## config.mk

```make
export PLATFORM = sky130hd
export DESIGN_NAME = vga_text_ctrl
export DESIGN_NICKNAME = d
export VERILOG_FILES = /design/src/rtl/vga_text_ctrl.sv
export SDC_FILE = /design/constraint.sdc
export NUM_CORES = 1
export LEC_CHECK = 0
export ABC_AREA = 0
export BUFFER_PORTS_ARGS = -buffer_cell sky130_fd_sc_hd__buf_4
export CORE_MARGIN = 8
export CORE_UTILIZATION = 60
export DETAILED_ROUTE_END_ITERATION = 12
export GPL_ROUTABILITY_DRIVEN = 1
export PLACE_DENSITY_LB_ADDON = 0.1
export REMOVE_ABC_BUFFERS = 1
export SKIP_LAST_GASP = 1
export SLEW_MARGIN = 0
export SYNTH_ARGS = -nofsm -noshare
export SYNTH_HDL_FRONTEND = slang
export SYNTH_SLANG_ARGS = --single-unit
```

## constraint.sdc

```tcl
create_clock -name CLK -period 7.5 [get_ports CLK]
set_clock_uncertainty 0.15 [all_clocks]
set_input_delay 1.125 -clock CLK [delete_from_list [all_inputs] [get_ports CLK]]
set_output_delay 1.125 -clock CLK [all_outputs]
set_load 0.01 [all_outputs]
```

## src/rtl/vga_text_ctrl.sv

```systemverilog
// Text-mode controller: shares one character-RAM port between display fetch and host writes,
// tracks the cursor. Define VGA_TEXT_CURSOR_BLINK_EN to add the blinking CURSOR_HIT output.
module vga_text_ctrl #(
  parameter int unsigned       COLS       = 80,
  parameter int unsigned       ROWS       = 60,
  parameter int unsigned       ADDR_W     = 13,
  parameter int unsigned       CHAR_W     = 8,
  parameter logic [CHAR_W-1:0] BLANK_CHAR = 8'h20
) (
  input  logic              CLK,
  input  logic              RES,
  input  logic [9:0]        X,
  input  logic [9:0]        Y,
  input  logic              DISP,
  input  logic              WR_VALID,
  input  logic [CHAR_W-1:0] WR_CHAR,
  output logic              WR_READY,
  output logic [ADDR_W-1:0] RAM_ADDR,
  output logic              RAM_WE,
  output logic [CHAR_W-1:0] RAM_WDATA,
  input  logic [CHAR_W-1:0] RAM_RDATA,
  output logic [CHAR_W-1:0] CHAR_OUT,
  output logic [6:0]        CUR_COL,
  output logic [5:0]        CUR_ROW,
  output logic              BUSY
`ifdef VGA_TEXT_CURSOR_BLINK_EN
  ,
  output logic              CURSOR_HIT
`endif
);

  localparam logic [2:0] StIdle    = 3'd0;
  localparam logic [2:0] StWrite   = 3'd1;
  localparam logic [2:0] StNewline = 3'd2;
  localparam logic [2:0] StBksp    = 3'd3;
  localparam logic [2:0] StErase   = 3'd4;
  localparam logic [2:0] StClear   = 3'd5;

  localparam logic [ADDR_W-1:0] LastCell = ADDR_W'(COLS * ROWS - 1);

  // row*80 + col as shift-add; the shifts assume COLS = 80
  function automatic logic [ADDR_W-1:0] cell_addr(input logic [6:0] r, input logic [6:0] c);
    return (ADDR_W'(r) << 6) + (ADDR_W'(r) << 4) + ADDR_W'(c);
  endfunction

  logic [2:0]        state_q, state_d;
  logic [CHAR_W-1:0] char_q, char_d;
  logic [6:0]        col_q, col_d;
  logic [5:0]        row_q, row_d;
  logic [ADDR_W-1:0] clr_q, clr_d;
  logic              wr_ready_q, wr_ready_d;
  logic [ADDR_W-1:0] addr_q, addr_d;
  logic              we_q, we_d;
  logic [CHAR_W-1:0] wdata_q, wdata_d;
  logic [1:0]        rd_pipe_q;
  logic [CHAR_W-1:0] char_out_q;

  logic       disp_slot, handshake, last_col, last_row;
  logic [5:0] next_row;

  assign disp_slot = DISP && (X[2:0] == 3'd0);
  assign handshake = WR_VALID && wr_ready_q;
  assign last_col  = (col_q == 7'(COLS - 1));
  assign last_row  = (row_q == 6'(ROWS - 1));
  assign next_row  = last_row ? 6'd0 : row_q + 6'd1;

  always_comb begin
    state_d    = state_q;
    char_d     = char_q;
    col_d      = col_q;
    row_d      = row_q;
    clr_d      = clr_q;
    addr_d     = addr_q;
    we_d       = 1'b0;
    wdata_d    = wdata_q;
    case (state_q)
      StIdle: begin
        if (handshake) begin
          char_d = WR_CHAR;
          if (WR_CHAR >= CHAR_W'(8'h20) && WR_CHAR <= CHAR_W'(8'h7E)) state_d = StWrite;
          else if (WR_CHAR == CHAR_W'(8'h0A))                         state_d = StNewline;
          else if (WR_CHAR == CHAR_W'(8'h08))                         state_d = StBksp;
          else if (WR_CHAR == CHAR_W'(8'h0C))                         state_d = StClear;
          else                                                         state_d = StIdle;
        end
      end
      StWrite: begin
        if (!disp_slot) begin
          addr_d  = cell_addr({1'b0, row_q}, col_q);
          we_d    = 1'b1;
          wdata_d = char_q;
          if (last_col) begin
            col_d = 7'd0;
            row_d = next_row;
          end else begin
            col_d = col_q + 7'd1;
          end
          state_d = StIdle;
        end
      end
      StNewline: begin
        col_d   = 7'd0;
        row_d   = next_row;
        state_d = StIdle;
      end
      StBksp: begin
        if (col_q != 7'd0) begin
          col_d   = col_q - 7'd1;
          state_d = StErase;
        end else begin
          state_d = StIdle;
        end
      end
      StErase: begin
        if (!disp_slot) begin
          addr_d  = cell_addr({1'b0, row_q}, col_q);
          we_d    = 1'b1;
          wdata_d = BLANK_CHAR;
          state_d = StIdle;
        end
      end
      StClear: begin
        if (!disp_slot) begin
          addr_d  = clr_q;
          we_d    = 1'b1;
          wdata_d = BLANK_CHAR;
          if (clr_q == LastCell) begin
            clr_d   = '0;
            col_d   = 7'd0;
            row_d   = 6'd0;
            state_d = StIdle;
          end else begin
            clr_d = clr_q + ADDR_W'(1);
          end
        end
      end
      default: state_d = StIdle;
    endcase
    // Display fetch owns the port on its slot; writers above already held off
    if (disp_slot) begin
      addr_d = cell_addr(Y[9:3], X[9:3]);
      we_d   = 1'b0;
    end
    wr_ready_d = (state_d == StIdle) && !handshake;
  end

  always_ff @(posedge CLK or posedge RES) begin
    if (RES) begin
      state_q    <= StIdle;
      char_q     <= '0;
      col_q      <= '0;
      row_q      <= '0;
      clr_q      <= '0;
      wr_ready_q <= 1'b0;
      addr_q     <= '0;
      we_q       <= 1'b0;
      wdata_q    <= '0;
      rd_pipe_q  <= '0;
      char_out_q <= '0;
    end else begin
      state_q    <= state_d;
      char_q     <= char_d;
      col_q      <= col_d;
      row_q      <= row_d;
      clr_q      <= clr_d;
      wr_ready_q <= wr_ready_d;
      addr_q     <= addr_d;
      we_q       <= we_d;
      wdata_q    <= wdata_d;
      rd_pipe_q  <= {rd_pipe_q[0], disp_slot};
      if (rd_pipe_q[1]) char_out_q <= RAM_RDATA;
    end
  end

  assign WR_READY  = wr_ready_q;
  assign RAM_ADDR  = addr_q;
  assign RAM_WE    = we_q;
  assign RAM_WDATA = wdata_q;
  assign CHAR_OUT  = char_out_q;
  assign CUR_COL   = col_q;
  assign CUR_ROW   = row_q;
  assign BUSY      = (state_q == StClear);

`ifdef VGA_TEXT_CURSOR_BLINK_EN
  logic [4:0] frame_q;
  logic [1:0] hit_pipe_q;
  logic       cursor_hit_q;
  logic       end_of_frame, cell_hit;

  assign end_of_frame = DISP && (X == 10'(COLS * 8 - 1)) && (Y == 10'(ROWS * 8 - 1));
  assign cell_hit     = disp_slot && (Y[9:3] == {1'b0, row_q}) && (X[9:3] == col_q) && frame_q[4];

  // Hit travels alongside the RAM read so it lines up with CHAR_OUT
  always_ff @(posedge CLK or posedge RES) begin
    if (RES) begin
      frame_q      <= '0;
      hit_pipe_q   <= '0;
      cursor_hit_q <= 1'b0;
    end else begin
      if (end_of_frame) frame_q <= frame_q + 5'd1;
      hit_pipe_q <= {hit_pipe_q[0], cell_hit};
      if (rd_pipe_q[1]) cursor_hit_q <= hit_pipe_q[1];
    end
  end

  assign CURSOR_HIT = cursor_hit_q;
`else
  logic unused_y;
  assign unused_y = ^Y[2:0];
`endif

endmodule

```

## After elaboration in Yosys (flattened, before gate mapping)

Index checks and enable logic that the tools add are counted.

| cells by class | value |
|---|---|
| add/subtract/negate cells | 8 |
| magnitude comparators | 2 |
| equality and inequality tests | 17 |
| mux-type cells | 30 |
| bitwise logic cells | 1 |
| reductions and logical operators | 21 |

Operators with widths:

| kind | number |
|---|---|
| 7-bit 2-to-1 mux | 5 |
| 6-bit 2-to-1 mux | 5 |
| 7-bit one-hot mux with 4 select lines | 1 |
| 3-bit 2-to-1 mux | 9 |
| 13-bit by 7-bit adder with 13-bit output | 2 |
| 13-bit 2-to-1 mux | 2 |
| 13-bit one-hot mux with 2 select lines | 1 |
| 8-bit by 4-bit == test with 1-bit output, second input constant | 3 |
| 6-bit one-hot mux with 3 select lines | 1 |
| 8-bit 2-to-1 mux | 2 |
| 8-bit one-hot mux with 2 select lines | 1 |
| 12-bit by 10-bit adder with 13-bit output | 1 |
| 13-bit by 1-bit adder with 13-bit output, second input constant | 1 |
| 13-bit by 11-bit adder with 13-bit output | 1 |
| 13-bit == test, second input constant | 1 |
| 3-bit one-hot mux with 4 select lines | 1 |
| 2-bit != test, second input constant | 5 |
| 5-bit AND reduction | 2 |
| 3-bit zero test | 3 |
| 8-bit by 6-bit >= comparator with 1-bit output, second input constant | 1 |
| 8-bit by 7-bit <= comparator with 1-bit output, second input constant | 1 |
| 7-bit by 1-bit adder with 7-bit output, second input constant | 1 |
| 7-bit == test, second input constant | 1 |
| 7-bit nonzero test | 1 |
| 18 further kinds | 27 |

| storage, ports and cells | value |
|---|---|
| register bits after elaboration | 70 |
| bits of input ports | 40 |
| output and inout port bits | 45 |

## Depth between registers and ports, before layout

Gate-level depths: netlist (run 1).

| depth | value |
|---|---|
| word-level depth | 9 |
| gate-level depth with buffers | 9 |

## Worst setup path after synthesis (run 1)

Ideal clock, no wire load.

| path | value |
|---|---|
| path kind | input-to-reg |
| start point | in X[9] |
| end point | reg addr_q[11], in the netlist RAM_ADDR[11] |
| arrival time | 2.885 ns |
| data required time | 7.216 ns |
| path slack | 4.331 ns |
| stages on the path | 7 |
| path through | fa_1 > fa_1 > a211oi_1 > o21bai_1 > a21oi_1 > xor2_1 > o22ai_1 |

| on the way | value |
|---|---|
| cells in the longest elaborated chain, start to end | 2 |

RTL lines:

| element | line | source |
|---|---|---|
| start, declared | 12 | `input logic [9:0] X,` |
| 13-bit by 7-bit adder with 13-bit output | 43 | `return (ADDR_W'(r) << 6) + (ADDR_W'(r) << 4) + ADDR_W'(c);` |
| 13-bit 2-to-1 mux | 140 | `if (disp_slot) begin` |
| end signal, assigned | 167 | `addr_q <= addr_d;` |
| end, declared | 52 | `logic [ADDR_W-1:0] addr_q, addr_d;` |

No other way between the ends.
A chain may end at the register's enable or synchronous reset.

## Worst setup path after layout (run 1)

| path | value |
|---|---|
| start point | reg state_q[2] |
| end point | out BUSY |

| on the way | value |
|---|---|
| cells in the longest elaborated chain, start to end | 1 |

RTL lines:

| element | line | source |
|---|---|---|
| start, declared | 46 | `logic [2:0] state_q, state_d;` |
| start signal, assigned | 149 | `state_q <= StIdle;` |
| start signal, assigned | 161 | `state_q <= state_d;` |
| 3-bit == test | 182 | `assign BUSY = (state_q == StClear);` |
| end, declared | 25 | `output logic BUSY` |

No other way between the ends.

==> results.yml, run 1 <==
outcome:
  status: "finished, final reports clean"
power:
  clkPwrFrac_pct: 22.8
  total_power_per_unit_cell_area_nw_per_um2: 234
  power.share.sequential_pct: 41.6
  cell_internal_power_dissipation_mw: 0.802
  vdd_drop_max_uv: 146
  share_comb_of_total_power_pct: 35.6
  power.static_leakage_nw: 2.38
  post-layout-total-power_mw: 1.25
  switchingPower_mw: 0.450
  p_sw_share_pct: 35.9
critical_path:
  critical_path.n_buffers_inverters: 2
  worst_ep_required_time_ns: 6.22
  rr_worst_depth: 5
  timing.critical_path.to_type: "output pin"
  critical-path-max-stage-delay_ns: 0.71
  wp_depth: 3
  cp_top_family: "buffers and inverters"
  worst-endpoint-arrival_ns: 2.45
  worstPathCellList: "nand3b_2 -> inv_1 -> buf_4"
  critPathLaunchType: "flop"
  path_class: "flop to output pin"
  critical-path-slowest-cell: "sky130_fd_sc_hd__dfrtp_1"
  timing.critical_path.fanout_max: 21
clock_network:
  cts_root_buffer: "sky130_fd_sc_hd__clkbuf_8"
  postCtsResizedCells: 0
  cts_max_level: 3
  clkSlewWorstSetupHoldPaths_ns: 0.08
  cts.path.max_buffers: 2
  clk_latency_ns: 0.35
  cts_hold_repair.buffers: 0
  cts_buffers: 9
  tritoncts_num_sinks: 70
  post_cts_repair_setup_buffers: 0
  cts_tree: "done"
yosys:
  synth_enable_flop_cells: 0
  syn_area_per_cell_um2: 9.62
  yosys_warnings: 0
  syn_inst: 474
  yosys_most_used_dff: "sky130_fd_sc_hd__dfrtp_1"
  mappedNetlistArea_um2: 4560
  synth-seq-area-share_pct: 38.4
  synth_cell_type_count: 72
  yosys_register_bits: 70
  synth-async-reset-ratio_pct: 100
layout:
  fin_util_pct: 73.3
  num_antenna_cells: 0
  layout-area-overhead-vs-synth_pct: 17.2
  final_common_cell: "sky130_fd_sc_hd__buf_4"
  final_cell_mix: "sky130_fd_sc_hd__buf_4, sky130_fd_sc_hd__dfrtp_1, sky130_fd_sc_hd__o21ai_0"
  final_layout_size_suffix_gt1_share_pct: 24.7
  layout.nets: 619
drt:
  detail_route.iter0.violations: 215
  met1_length_um: 4910
  routed_wl_um: 11000
  met3WireLength_um: 576
  routed-wl-met2_um: 5420
  via_per_inst: 6.07
  routed_wire_length_per_instance_um: 17.0
  routed-via-count: 3945
  drtAntennaViolNets: 0
  dr.pass1.iters: 6
  route.top_layer_used: "met4"
  post_route_drc: 0
floorplan:
  die_area_um2: 10600
  die_width_um: 103
  initial_utilization_pct: 62.5
  num_rows: 31
  floorplan.io_pins: 85
  core-area_um2: 7290
  chipHeight_um: 103
timing:
  grt_setup_unrepaired: "no"
  setup-tns-final_ns: 0
  number_of_pins_with_negative_max_slew_slack_in_the_final_report: 0
  timing.fmax_mhz: 269
  final.setup.worst_slack_ns: 3.78
  final-hold-violation-count: 0
  least_margin_pin_slew_ns: 1.08
  slew-limit-headroom_pct: 27.6
  layout_min_cycle_time_ns: 3.72
  setup_viol: 0
  finalCritPeriodShare_pct: 49.6
min_path:
  hold_depth: 0
  holdCritPathClass: "flop to flop"
global_routing:
  antenna_violations_before_repair: 0
  grt_pass1_wl_um: 18100
  maximum_number_of_pins_on_one_net_before_global_route_repair: 71
  grt-ovfl-total: 0
  grt_pass1_vias: 3727
  grt_util_all_layers_pct: 21.6
placed_design:
  place_congestion: 0.874
  detailed_placement_wirelength_estimate_um: 8150
  place_ws_ns: 3.87
  io_buffers: 81
run:
  cap_viol_max_count: 0
## layer usage
layer / track usage [%] / vias to the layer above
met3: 3.15 / 13
met4: 7.01 / 0
met5: 0 / -
li1: - / 1891
met2: 35.3 / 108
met1: 28.7 / 1933
## synth_stat cells (4+ instances only)
| cell | number | area, um2 |
|---|---|---|
| sky130_fd_sc_hd__buf_6 | 5 | 56.3 |
| sky130_fd_sc_hd__fa_1 | 4 | 80.1 |
| sky130_fd_sc_hd__nor2b_1 | 11 | 68.8 |
| sky130_fd_sc_hd__nand4_1 | 7 | 43.8 |
| sky130_fd_sc_hd__a31oi_1 | 9 | 56.3 |
| sky130_fd_sc_hd__xnor2_1 | 4 | 35.0 |
| sky130_fd_sc_hd__nor3_1 | 7 | 35.0 |
| sky130_fd_sc_hd__o21ai_0 | 49 | 245 |
| sky130_fd_sc_hd__a211oi_1 | 7 | 52.6 |
| sky130_fd_sc_hd__mux2i_1 | 4 | 40.0 |
| sky130_fd_sc_hd__nand2b_1 | 7 | 43.8 |
| sky130_fd_sc_hd__nand2_1 | 47 | 176 |
| sky130_fd_sc_hd__nor2_1 | 27 | 101 |
| sky130_fd_sc_hd__and3_1 | 4 | 25.0 |
| sky130_fd_sc_hd__buf_2 | 6 | 30.0 |
| sky130_fd_sc_hd__clkbuf_1 | 9 | 33.8 |
| sky130_fd_sc_hd__dfrtp_1 | 70 | 1750 |
| sky130_fd_sc_hd__xor2_1 | 6 | 52.6 |
| sky130_fd_sc_hd__a21o_1 | 7 | 52.6 |
| sky130_fd_sc_hd__a21oi_1 | 22 | 110 |
| sky130_fd_sc_hd__inv_1 | 15 | 56.3 |
| sky130_fd_sc_hd__o211ai_1 | 9 | 67.6 |
| sky130_fd_sc_hd__o21a_1 | 5 | 37.5 |
| sky130_fd_sc_hd__mux2_2 | 17 | 191 |
| sky130_fd_sc_hd__nand3_1 | 15 | 75.1 |
| sky130_fd_sc_hd__ha_1 | 29 | 363 |
| sky130_fd_sc_hd__o22ai_1 | 6 | 37.5 |
## layout make-up
cell class | count | area, um2
multi-input combinational | 366 | 2600
clock buffer | 10 | 138
inverter | 16 | 62.6
tap | 99 | 124
sequential | 70 | 1750
fill | 586 | 1950
timing repair buffer | 83 | 623
clock inverter | 6 | 46.3
## power by group through the flow
stage	clock network (mW)	registers (mW)	logic [mW]
floorplan	0	0.544	0.232
global placement	0	0.525	0.433
detailed placement	0	0.528	0.445
CTS	0.289	0.520	0.448
global route	0.306	0.531	0.492
finish	0.285	0.521	0.445
## final timing paths
check / from / to / slack, ns
worst min register to register: rd_pipe_q[0] / rd_pipe_q[1] / 0.21
max in group asynchronous: RES / clr_q[10] / 5.74
worst min-delay path: rd_pipe_q[0] / rd_pipe_q[1] / 0.21
worst max-delay path: state_q[2] / BUSY / 3.78
min in group asynchronous: RES / CHAR_OUT[4] / 0.89
worst max register to register: state_q[2] / clr_q[10] / 4.53
## flip-flops by register name (all words and copies together) (netlist names)
name and count:
RAM_ADDR 13, clr_q 13, CHAR_OUT 8, RAM_WDATA 8, char_q 8, CUR_COL 7
CUR_ROW 6, state_q 3, rd_pipe_q 2, RAM_WE 1, WR_READY 1
## cells by family after synthesis
logic type | synth area share, %
flip-flops | 38.4
buffers and inverters | 4.61
adder cells (fa/ha/maj) | 9.71
AND/OR/NAND/NOR | 19.5
AO/OA/AOI/OAI | 20.8
XOR/XNOR | 1.92
multiplexers | 5.08
## metrics by stage
stage | instances | instance area [um2] | hold WS (ns)
2_1_floorplan | 452 | 4410 | 0.181
3_3_place_gp | 634 | 5160 | 0.183
3_5_place_dp | 634 | 5160 | 0.195
4_1_cts | 650 | 5340 | 0.213
5_1_grt | 650 | 5340 | 0.232
6_report | 650 | 5340 | 0.213
Power figures use the tool's default switching activity.
==> run 2, diff against run 1 <==
Settings changed: CORE_UTILIZATION 60 to 51.
Clock period 7.5 ns to 3.08 ns, I/O delays scaled along.
==> results.yml, run 2 (same netlist as run 1, synthesis figures left out) <==
placed_design:
  dpl_cell_area_um2: 5240
  io_buffers: 81
  place_ws_ns: 0.355
  detailed_placement_wirelength_estimate_um: 8640
  place_congestion: 0.860
global_routing:
  met3_usage_pct: 2.92
  grt_pass1_vias: 3864
  antenna_violations_before_repair: 0
  grt_util_all_layers_pct: 18.8
  grt_pass1_wl_um: 19400
  top_usage_layer: "met2"
  grt-ovfl-total: 0
  maximum_number_of_pins_on_one_net_before_global_route_repair: 36
  met2_usage_pct: 30.4
  grtUsageMet1_pct: 25.1
drt:
  post_route_drc: 0
  routed-via-count: 3958
  drtAntennaViolNets: 0
  routed_wl_um: 11400
  dr.pass1.iters: 5
  routed_wire_length_per_instance_um: 17.1
  via_per_inst: 5.93
  detail_route.iter0.violations: 269
layout:
  layout.nets: 628
  final_cell_mix: "sky130_fd_sc_hd__buf_4, sky130_fd_sc_hd__dfrtp_1, sky130_fd_sc_hd__o21ai_0"
  final_layout_size_suffix_gt1_share_pct: 25.9
  num_antenna_cells: 0
  final_common_cell: "sky130_fd_sc_hd__buf_4"
  final.fill_count: 756
  postLayoutCellArea_um2: 5420
  multiInputGateArea_um2: 2600
  layout-area-overhead-vs-synth_pct: 18.9
  area.sequential_um2: 1750
power:
  total_power_per_unit_cell_area_nw_per_um2: 564
  vdd_drop_max_uv: 336
  switchingPower_mw: 1.10
  post-layout-total-power_mw: 3.06
  cell_internal_power_dissipation_mw: 1.95
  power.static_leakage_nw: 2.42
  power.share.sequential_pct: 41.6
  p_sw_share_pct: 36.1
  share_comb_of_total_power_pct: 35.4
  clkPwrFrac_pct: 23.0
floorplan:
  die_area_um2: 12200
  die_width_um: 111
  core-area_um2: 8680
  chipHeight_um: 111
  initial_utilization_pct: 52.6
  num_rows: 34
  floorplan.io_pins: 85
min_path:
  holdCritPathClass: "input pin to asynchronous set/reset pin"
clock_network:
  post_cts_repair_setup_buffers: 0
  cts_max_level: 3
  cts_root_buffer: "sky130_fd_sc_hd__clkbuf_8"
  cts_tree: "done"
  postCtsResizedCells: 0
  cts_buffers: 9
  clk_latency_ns: 0.35
  cts.path.max_buffers: 2
  cts_hold_repair.buffers: 0
  clkSlewWorstSetupHoldPaths_ns: 0.08
  tritoncts_num_sinks: 70
critical_path:
  timing.critical_path.fanout_max: 18
  worst_r2r_endpoint: "RAM_ADDR[12]"
  rr_worst_depth: 7
  critPathLaunchType: "flop"
  regToRegSetupSlack_ns: 0.46
  r2r_start: "CUR_ROW[2]"
  worst_ep_required_time_ns: 2.47
  timing.critical_path.to_type: "output pin"
  worst-endpoint-arrival_ns: 2.17
  path_class: "flop to output pin"
  worstSetupStartpoint: "state_q[2]"
  crit_path_capture: "BUSY"
timing:
  setup_viol: 0
  final.setup.worst_slack_ns: 0.298
  least_margin_pin_slew_ns: 0.728
  number_of_pins_with_negative_max_slew_slack_in_the_final_report: 0
  finalCritPeriodShare_pct: 90.3
  slew-limit-headroom_pct: 51.1
  setup-tns-final_ns: 0
  final-hold-violation-count: 0
  layout_min_cycle_time_ns: 2.78
  timing.fmax_mhz: 360
  hold-worst-slack_ns: 0.0680
  grt_setup_unrepaired: "no"
outcome:
  status: "finished, final reports clean"
run:
  cap_viol_max_count: 0
==> run 2: changes by cell type in the layout (fill, tap and decap cells not counted) <==
cell,previous run,this run
sky130_fd_sc_hd__buf_4,83,92
==> run 2: metal layers <==
metal / vias to the layer above / part of all wire [%]
met5: - / 0
met4: 0 / 1.1
met3: 12 / 4.0
met2: 98 / 48
met1: 1927 / 47
li1: 1921 / -
==> run 2: worst max-delay path, cell delays in order, from the launching register on <==
cell and delay, ns:
sky130_fd_sc_hd__dfrtp_1 0.73, sky130_fd_sc_hd__nand3b_2 0.30, sky130_fd_sc_hd__inv_1 0.39, sky130_fd_sc_hd__buf_4 0.26, sky130_fd_sc_hd__buf_4 0.15
==> run 2: through the flow <==
step | std cells | util, %
floorplan | 452 | -
global placement | 652 | 60.4
detailed placement | 652 | 60.4
CTS | 668 | 62.5
global route | 668 | 62.5
finish | 668 | 62.5
==> run 2: area by class of cell <==
cell class	instances	share of cell area, %
clock buffer	10	2.54
clock inverter	6	0.854
inverter	16	1.15
multi-input combinational	366	47.9
sequential	70	32.3
tap	108	2.49
timing repair buffer	92	12.7
==> run 2: worst min-delay path by stage <==
stage | slack [ns] | start | cells after the start | to
3_5_place_dp | 0.19 | rd_pipe_q[0] | 0 | rd_pipe_q[1]
5_1_grt | 0.12 | RES | 3 | RAM_WDATA[3]
6_report | 0.07 | RES | 3 | RAM_WDATA[3]
4_1_cts | 0.08 | RES | 3 | char_q[6]
3_3_place_gp | 0.19 | rd_pipe_q[0] | 0 | rd_pipe_q[1]
2_1_floorplan | 0.18 | rd_pipe_q[0] | 0 | rd_pipe_q[1]
==> run 2: power by group through the flow <==
stage	logic (mW)	clock network (mW)	registers (mW)
after floorplan	0.564	0	1.33
after global placement	1.07	0	1.28
after detailed placement	1.09	0	1.29
after CTS	1.10	0.717	1.27
after global routing	1.21	0.753	1.30
final	1.08	0.704	1.27
